<file path="src/rtl/shift_ctrl_pkg.sv">
// Shared encodings for the shift-datapath sequencer: op codes, mux selects,
// shift-register function codes and FSM states.
package shift_ctrl_pkg;

  localparam int SEL_W = 3;
  localparam int FN_W  = 3;
  localparam int OP_W  = 3;

  typedef enum logic [OP_W-1:0] {
    OP_SLL  = 3'b000,
    OP_SRL  = 3'b001,
    OP_SRA  = 3'b010,
    OP_SLLV = 3'b011,
    OP_SRLV = 3'b100,
    OP_SRAV = 3'b101,
    OP_LUI  = 3'b110,
    OP_ILL  = 3'b111
  } op_e;

  localparam logic [SEL_W-1:0] AMT_SHAMT = 3'b000;
  localparam logic [SEL_W-1:0] AMT_K16   = 3'b001;
  localparam logic [SEL_W-1:0] AMT_RS    = 3'b010;

  localparam logic [FN_W-1:0] FN_HOLD = 3'b000;
  localparam logic [FN_W-1:0] FN_LOAD = 3'b001;
  localparam logic [FN_W-1:0] FN_LEFT = 3'b010;
  localparam logic [FN_W-1:0] FN_RLOG = 3'b011;
  localparam logic [FN_W-1:0] FN_RARI = 3'b100;

  typedef enum logic [1:0] {
    ST_IDLE  = 2'b00,
    ST_LOAD  = 2'b01,
    ST_SHIFT = 2'b10,
    ST_WB    = 2'b11
  } state_e;

endpackage

</file>
<file path="src/rtl/shift_ctrl_op_decode.sv">
// Pure decode of a shift op into amount-mux select, load-data source and
// shift direction/function; also usable standalone for disassembly.
module shift_op_decode
  import shift_ctrl_pkg::*;
(
  input  logic [OP_W-1:0]  op,
  output logic [SEL_W-1:0] amt_sel,
  output logic             data_src,
  output logic [FN_W-1:0]  dir_fn
);

  always_comb begin
    amt_sel  = AMT_SHAMT;
    data_src = 1'b0;
    dir_fn   = FN_HOLD;
    case (op)
      OP_SLL:  begin amt_sel = AMT_SHAMT; dir_fn = FN_LEFT; end
      OP_SRL:  begin amt_sel = AMT_SHAMT; dir_fn = FN_RLOG; end
      OP_SRA:  begin amt_sel = AMT_SHAMT; dir_fn = FN_RARI; end
      OP_SLLV: begin amt_sel = AMT_RS;    dir_fn = FN_LEFT; end
      OP_SRLV: begin amt_sel = AMT_RS;    dir_fn = FN_RLOG; end
      OP_SRAV: begin amt_sel = AMT_RS;    dir_fn = FN_RARI; end
      // LUI is a left shift by 16 of the immediate
      OP_LUI:  begin amt_sel = AMT_K16; data_src = 1'b1; dir_fn = FN_LEFT; end
      default: begin amt_sel = AMT_SHAMT; data_src = 1'b0; dir_fn = FN_HOLD; end
    endcase
  end

endmodule

</file>
<file path="src/rtl/shift_ctrl.sv">
// Fixed-latency sequencer for the shift datapath: LOAD -> SHIFT -> WB,
// with every output held in a flop so nothing combinational reaches the pins.
module shift_ctrl
  import shift_ctrl_pkg::*;
(
  input  logic             clk,
  input  logic             reset,
  input  logic             start,
  input  logic [OP_W-1:0]  op,
  output logic [SEL_W-1:0] amt_sel,
  output logic             data_src,
  output logic [FN_W-1:0]  shift_fn,
  output logic             wr_en,
  output logic             busy,
  output logic             done,
  output logic             err
);

  state_e           state_q, state_d;
  logic [OP_W-1:0]  op_q, op_d;
  logic [SEL_W-1:0] amt_sel_q, amt_sel_d;
  logic             data_src_q, data_src_d;
  logic [FN_W-1:0]  shift_fn_q, shift_fn_d;
  logic             wr_en_q, wr_en_d;
  logic             busy_q, busy_d;
  logic             done_q, done_d;
  logic             err_q, err_d;

  logic [SEL_W-1:0] dec_amt_sel;
  logic             dec_data_src;
  logic [FN_W-1:0]  dec_dir_fn;

  // Decode the op that will be latched after this edge, so the output
  // flops already carry the right values in the first cycle of LOAD.
  shift_op_decode u_decode (
    .op       (op_d),
    .amt_sel  (dec_amt_sel),
    .data_src (dec_data_src),
    .dir_fn   (dec_dir_fn)
  );

  always_comb begin
    state_d = state_q;
    op_d    = op_q;
    err_d   = 1'b0;
    case (state_q)
      ST_IDLE: begin
        if (start) begin
          if (op == OP_ILL) begin
            err_d = 1'b1;
          end else begin
            op_d    = op;
            state_d = ST_LOAD;
          end
        end
      end
      ST_LOAD:  state_d = ST_SHIFT;
      ST_SHIFT: state_d = ST_WB;
      ST_WB:    state_d = ST_IDLE;
      default:  state_d = ST_IDLE;
    endcase

    amt_sel_d  = AMT_SHAMT;
    data_src_d = 1'b0;
    shift_fn_d = FN_HOLD;
    wr_en_d    = 1'b0;
    done_d     = 1'b0;
    busy_d     = (state_d != ST_IDLE);
    case (state_d)
      ST_LOAD: begin
        amt_sel_d  = dec_amt_sel;
        data_src_d = dec_data_src;
        shift_fn_d = FN_LOAD;
      end
      ST_SHIFT: begin
        amt_sel_d  = dec_amt_sel;
        data_src_d = dec_data_src;
        shift_fn_d = dec_dir_fn;
      end
      ST_WB: begin
        amt_sel_d  = dec_amt_sel;
        data_src_d = dec_data_src;
        wr_en_d    = 1'b1;
        done_d     = 1'b1;
      end
      default: begin
        amt_sel_d  = AMT_SHAMT;
        data_src_d = 1'b0;
        shift_fn_d = FN_HOLD;
      end
    endcase
  end

  always_ff @(posedge clk or posedge reset) begin
    if (reset) begin
      state_q    <= ST_IDLE;
      op_q       <= '0;
      amt_sel_q  <= AMT_SHAMT;
      data_src_q <= 1'b0;
      shift_fn_q <= FN_HOLD;
      wr_en_q    <= 1'b0;
      busy_q     <= 1'b0;
      done_q     <= 1'b0;
      err_q      <= 1'b0;
    end else begin
      state_q    <= state_d;
      op_q       <= op_d;
      amt_sel_q  <= amt_sel_d;
      data_src_q <= data_src_d;
      shift_fn_q <= shift_fn_d;
      wr_en_q    <= wr_en_d;
      busy_q     <= busy_d;
      done_q     <= done_d;
      err_q      <= err_d;
    end
  end

  assign amt_sel  = amt_sel_q;
  assign data_src = data_src_q;
  assign shift_fn = shift_fn_q;
  assign wr_en    = wr_en_q;
  assign busy     = busy_q;
  assign done     = done_q;
  assign err      = err_q;

endmodule

</file>
<file path="config.mk">
export PLATFORM = sky130hd
export DESIGN_NAME = shift_ctrl
export DESIGN_NICKNAME = d
export VERILOG_FILES = /design/src/rtl/shift_ctrl_pkg.sv /design/src/rtl/shift_ctrl_op_decode.sv /design/src/rtl/shift_ctrl.sv
export SDC_FILE = /design/constraint.sdc
export NUM_CORES = 1
export LEC_CHECK = 0
export ABC_AREA = 0
export CAP_MARGIN = 20
export CORE_UTILIZATION = 43
export CTS_BUF_LIST = sky130_fd_sc_hd__clkbuf_8
export CTS_CLUSTER_DIAMETER = 30
export DETAILED_ROUTE_END_ITERATION = 16
export PLACE_DENSITY = 0.71
export SYNTH_ARGS = -nofsm -noshare
export SYNTH_HDL_FRONTEND = slang
export SYNTH_HIERARCHICAL = 1
export SYNTH_SLANG_ARGS = --single-unit
</file>
<file path="constraint.sdc">
create_clock -name clk -period 1.9 [get_ports clk]
set_input_delay 0.38 -clock clk [delete_from_list [all_inputs] [get_ports clk]]
set_output_delay 0.38 -clock clk [all_outputs]
set_load 0.01 [all_outputs]
</file>
==> results.json, run 1 <==
{
  "synthXorXnorAreaFrac": 0.0126,
  "cts.sinks": 15,
  "drv_slew": 0,
  "grt_use_met1": 0.185,
  "grt_pass1_vias": 473,
  "cts_tree": "built",
  "grt-busiest-layer": "met2",
  "drt-pass1-iter-count": 3,
  "cts_buffers": 3,
  "powerDensity_nw_per_um2": 1780,
  "setup-violations-final": 0,
  "maxCapViolations": 0,
  "syn_to_final_growth_pct": 34.8,
  "antenna_found_initial": 0,
  "preCtsSetupSlack_ps": -57.6,
  "dp_hpwl_um": 904,
  "r2r_cells": 8,
  "seq_area_um2": 375,
  "worst_hold_slack_ps": 498,
  "drc": 0,
  "grt_util_all_layers": 0.155,
  "synth_top_family_by_area": "simple AND/OR/NAND/NOR gates",
  "path_max_fanout": 7,
  "dp_cells": 95,
  "gp_congestion": 0.719,
  "grt_first_pass_wirelength_mm": 1.97,
  "cts_hold_buf": 0,
  "coreArea_um2": 1510,
  "ff2ff_setup_slack_ps": 210,
  "nFillCells": 123,
  "finalWirelength_mm": 1.19,
  "hold_viol": 0,
  "antenna_cells": 0,
  "yosysTopAreaCell": "dfrtp_1",
  "rows": 14,
  "syn_inst": 61,
  "use_met3": 0.0302,
  "cts-root-buf": "clkbuf_8",
  "globalRouteOverflowTotal": 0,
  "power_uw": 1670,
  "ys_seq_elements": 15,
  "synth_compound_area_frac": 0.151,
  "hold_path.class": "in2async",
  "leakage_uw": 0.000424,
  "max_clock_freq_mhz": 593,
  "initial_utilization": 0.461,
  "cts_buffer_depth": 2,
  "timing.rr.start": "state_q[0]",
  "die_y_um": 42.2,
  "reg2reg_to": "shift_fn[1]",
  "grt_max_degree": 16,
  "multi_input_area_um2": 279,
  "via_count": 489,
  "fin_crit_ps": 1690,
  "synth_top_area_share": 0.541,
  "yosys_warnings": 6,
  "syn_area_um2": 694,
  "synth.area.top_cells": "dfrtp_1 54%, ha_1 5.4%, a221oi_4 3.8%",
  "cts_resized": 0,
  "drt_iter0_markers": 3,
  "drive_above_1_share": 0.181,
  "rsz0062_at_grt": "no",
  "cts.htree.levels": 1,
  "criticalPathCategory": "reg2reg",
  "fin_worst_skew_ps": 0.474,
  "worst_slew_pin_slew_ps": 577,
  "synthAdderAreaFrac": 0.0541,
  "dieArea_um2": 1780,
  "routed_via_density": 4.94,
  "fin_cells": 99,
  "status": "complete, no violations",
  "yosysSeqAreaShare": 0.541,
  "clk_pin_slew_ps": 60,
  "cp-start-kind": "register",
  "ir_worst_vdd_uv": 728,
  "layout_commonest_cell": "clkdlybuf4s50_1",
  "insertion_delay_ps": 240,
  "arrival_ps": 1820,
  "ant_nets": 0,
  "fin_crit_sh": 0.888,
  "end_kind": "register",
  "syn_avg_cell_area_um2": 11.4,
  "wire_per_inst_um": 12.1,
  "die_x_um": 42.2,
  "synth_fp_nets": 70,
  "port_buffers": 16,
  "final_util": 0.621,
  "worstPathRequired_ps": 2040,
  "final_cell_mix": "16 x clkdlybuf4s50_1, 15 x dfrtp_1, 5 x inv_1, 5 x a21oi_1, 5 x buf_4",
  "cts_setup_buffers": 0,
  "muxShareOfSynthArea": 0,
  "met2_usage": 0.237,
  "slew_headroom": 0.615,
  "worst_slack_ps": 212,
  "nNetsFinal": 93,
  "io_pins": 17,
  "yosys.cell_types.count": 25,
  "synth_simple_gate_area_share": 0.171
}
## critical path, stage by stage (launching register included)
cell and delay [ps]:
dfrtp_1 390, inv_1 90, ha_1 250, nand2_2 120, a21oi_1 140, o22a_1 190, nor3b_2 190, a21oi_1 70
and2_1 150
## layer usage
layer,routed length (um),vias up
met5,0,-
met4,42,0
met3,44,4
met2,556,15
met1,550,225
li1,-,245
## how the worst max path moves through the flow
stage,start,end,slack (ps)
2_1_floorplan,state_q[0],shift_fn[2],250
3_3_place_gp,start,amt_sel[1],-20
3_5_place_dp,start,data_src,-60
4_1_cts,state_q[0],data_src,70
5_1_grt,state_q[0],amt_sel[0],40
6_report,state_q[0],shift_fn[1],210
## layout make-up
type | instances | share of cell area
clock buffer | 3 | 0.0441
multi-input combinational | 38 | 0.298
inverter | 5 | 0.0201
sequential | 15 | 0.401
timing repair buffer | 21 | 0.211
clock inverter | 1 | 0.00401
tap | 16 | 0.0214
## flip-flops by register name, indices dropped and copies added, names as in the netlist
name	flops
amt_sel	3
busy	1
state_q	2
data_src	1
op_q	3
err	1
done	1
shift_fn	3
## power by group
group	internal (uW)	total [uW]	switching, uW	leakage [uW]
combinational	487	914	428	0.000210
clock	143	248	105	0.0000269
sequential	462	504	41.6	0.000187
total	1090	1670	574	0.000424
## cell usage after synthesis, drive strengths merged
cell type / number
a221oi: 1
conb: 1
xnor2: 1
o21a: 1
a21oi: 5
o21ai: 1
o31ai: 1
or2: 1
nor2: 4
dfrtp: 15
nand2b: 1
nand2: 3
inv: 5
o22a: 3
nor2b: 4
nor3b: 3
ha: 3
nand3b: 1
buf: 3
and2: 2
nand3: 1
o21bai: 1
## cells by family after synthesis
kind of cell | after synthesis
flip-flops | 15
AO/OA/AOI/OAI | 13
XOR/XNOR | 1
AND/OR/NAND/NOR | 20
buffers and inverters | 8
other | 1
adder cells (fa/ha/maj) | 3
## per-stage QoR
step	instance area (um^2)	TNS, ps
global placement	886	-71.4
finish	936	0
global route	936	0
CTS	931	0
floorplan	694	0
detailed placement	886	-199
(Power assumes the default switching activity.)
==> inputs of run 2 (changes only) <==
- PLACE_DENSITY: 0.71 -> 0.74
- clock period: 1.9 -> 1.5 ns (I/O delays scaled with it)
==> run 2 against run 1 <==
Compared with the run above:
- the flow now finishes with violations (design-rule violations, negative setup slack)
- critical path depth shrank 2
- worst setup slack lost 250 ps
- clock power grew 29%
- utilization grew 6.9 points
- sequential power grew 29%
- hold slack lost 140 ps
- clock skew grew 3.7 ps
- combinational power grew 55%
- routed wire length grew 6.0%
- non-clock buffer count grew 6
- sequential cell count is the same
- register-to-register slack lost 250 ps
- largest power group unchanged
==> results.json, run 2 (same netlist as run 1, synthesis figures left out) <==
{
  "fin_worst_skew_ps": 4.14,
  "cpPeakStageDelay_ps": 390,
  "post_dp_cell_area_um2": 943,
  "switchingPower_uw": 813,
  "combPwrFrac": 0.595,
  "nNetsFinal": 99,
  "intPower_uw": 1580,
  "routed_via_density": 4.95,
  "dieArea_um2": 1780,
  "rsz0062_at_grt": "yes",
  "clk_pin_slew_ps": 60,
  "crit_chain": "inv_2 -> ha_4 -> buf_6 -> or2_4 -> a221oi_4 -> nor2b_1",
  "p_seq_frac": 0.272,
  "worst_slack_ps": -41.4,
  "leakage_uw": 0.000463,
  "sw_frac_of_total": 0.339,
  "syn_to_final_growth_pct": 49.7,
  "violations": "design-rule violations, negative setup slack",
  "power_uw": 2390,
  "dp_hpwl_um": 941,
  "worstPathRequired_ps": 1620,
  "die_y_um": 42.2,
  "finalWirelength_mm": 1.27,
  "io_pins": 17,
  "path_delay_family": "compound AO/OA/AOI/OAI gates",
  "cts_buffer_depth": 2,
  "fin_cells": 105,
  "gp_congestion": 0.712,
  "wire_per_inst_um": 12.1,
  "grt_max_degree": 16,
  "criticalPathCategory": "reg2reg",
  "via_count": 520,
  "drive_above_1_share": 0.337,
  "ant_nets": 0,
  "rows": 14,
  "coreArea_um2": 1510,
  "grt_first_pass_wirelength_mm": 1.94,
  "critPathSlowestCell": "a221oi_4",
  "insertion_delay_ps": 240,
  "final_cell_mix": "16 x clkdlybuf4s50_1, 15 x dfrtp_1, 10 x buf_4",
  "drt_iter0_markers": 2,
  "clock_power_share": 0.134,
  "globalRouteOverflowTotal": 0,
  "die_x_um": 42.2,
  "drv_slew": 0,
  "maxCapViolations": 0,
  "nFillCells": 106,
  "cts-root-buf": "clkbuf_8",
  "grt_util_all_layers": 0.155,
  "hold_viol": 0,
  "grt_pass1_vias": 480,
  "hold_path.class": "in2async",
  "antenna_cells": 0,
  "cts_buffers": 3,
  "dp_cells": 100,
  "tns_ps": -166,
  "drt-pass1-iter-count": 10,
  "status": "complete, but fails checks",
  "cts_tree": "built",
  "setup-violations-final": 5,
  "path_max_fanout": 5,
  "cp-start-kind": "register",
  "fin_crit_ps": 1540,
  "cts.htree.levels": 1,
  "end_kind": "register",
  "powerDensity_nw_per_um2": 2300,
  "max_clock_freq_mhz": 649,
  "initial_utilization": 0.461,
  "antenna_found_initial": 0,
  "fin_crit_sh": 1.03,
  "arrival_ps": 1660,
  "cts.sinks": 15,
  "final_util": 0.690,
  "port_buffers": 16,
  "final_cell_area_um2": 1040,
  "cts_hold_buf": 0,
  "ir_worst_vdd_uv": 1130,
  "layout_commonest_cell": "clkdlybuf4s50_1",
  "crit_buf_inv": 2,
  "drc": 1
}
==> run 2: changes by cell type in the layout (fill, tap and decap cells not counted), moves of 2 or more <==
cell / change
inv_2: +2
a21oi_2: +3
a21oi_1: -3
nor3b_1: -2
buf_4: +5
nor3b_2: +2
inv_1: -3
o22a_2: -2
o22a_4: +2
==> run 2: cell type report <==
class	instances	area [um^2]	share of cell area
sequential	15	375	0.361
multi-input combinational	38	333	0.320
timing repair buffer	27	246	0.237
clock buffer	3	41.3	0.0397
tap	16	20.0	0.0193
inverter	5	18.8	0.0181
clock inverter	1	5.00	0.00481
==> run 2: metrics by stage <==
| step | setup WS (ps) | hold WS, ps |
|---|---|---|
| 2_1_floorplan | -0.358 | 201 |
| 3_3_place_gp | -335 | 617 |
| 3_5_place_dp | -409 | 622 |
| 4_1_cts | -51.7 | 360 |
| 5_1_grt | -118 | 366 |
| 6_report | -41.4 | 354 |
==> run 2: repair_timing <==
action	4_1_cts	5_1_grt
pin swaps	8	3
buffers inserted	1	0
gates resized for setup	8	2
gates cloned	0	0
endpoints found under the setup margin	7	7
==> run 2: final timing paths <==
check	start	to	slack, ps	depth (start not counted)
hold / removal	reset	busy	350	3
setup / recovery	state_q[0]	data_src	-40	6
min in group clk	op_q[2]	op_q[2]	580	1
hold reg to reg	op_q[2]	op_q[2]	580	1
max in group asynchronous	reset	shift_fn[1]	970	3
setup reg to reg	state_q[0]	data_src	-40	6
==> run 2: routing by layer <==
metal | vias up | routed length, um | track usage
met5 | - | 0 | 0
met4 | 0 | 36 | 0.150
met3 | 4 | 37 | 0.0259
met2 | 14 | 671 | 0.249
met1 | 246 | 520 | 0.167
li1 | 256 | - | -
==> run 2: worst reg2reg max path, cell delays in order, from the launching register on <==
cell and delay [ps]:
dfrtp_1 360, inv_2 60, ha_4 180, buf_6 110, or2_4 230, a221oi_4 390, nor2b_1 90
==> run 2: power groups by stage <==
stage | sequential, uW | clock (uW) | combinational, uW
6_report | 650 | 320 | 1420
5_1_grt | 664 | 352 | 1540
4_1_cts | 653 | 328 | 1410
3_5_place_dp | 653 | 0 | 1310
3_3_place_gp | 646 | 0 | 1280
2_1_floorplan | 706 | 0 | 757
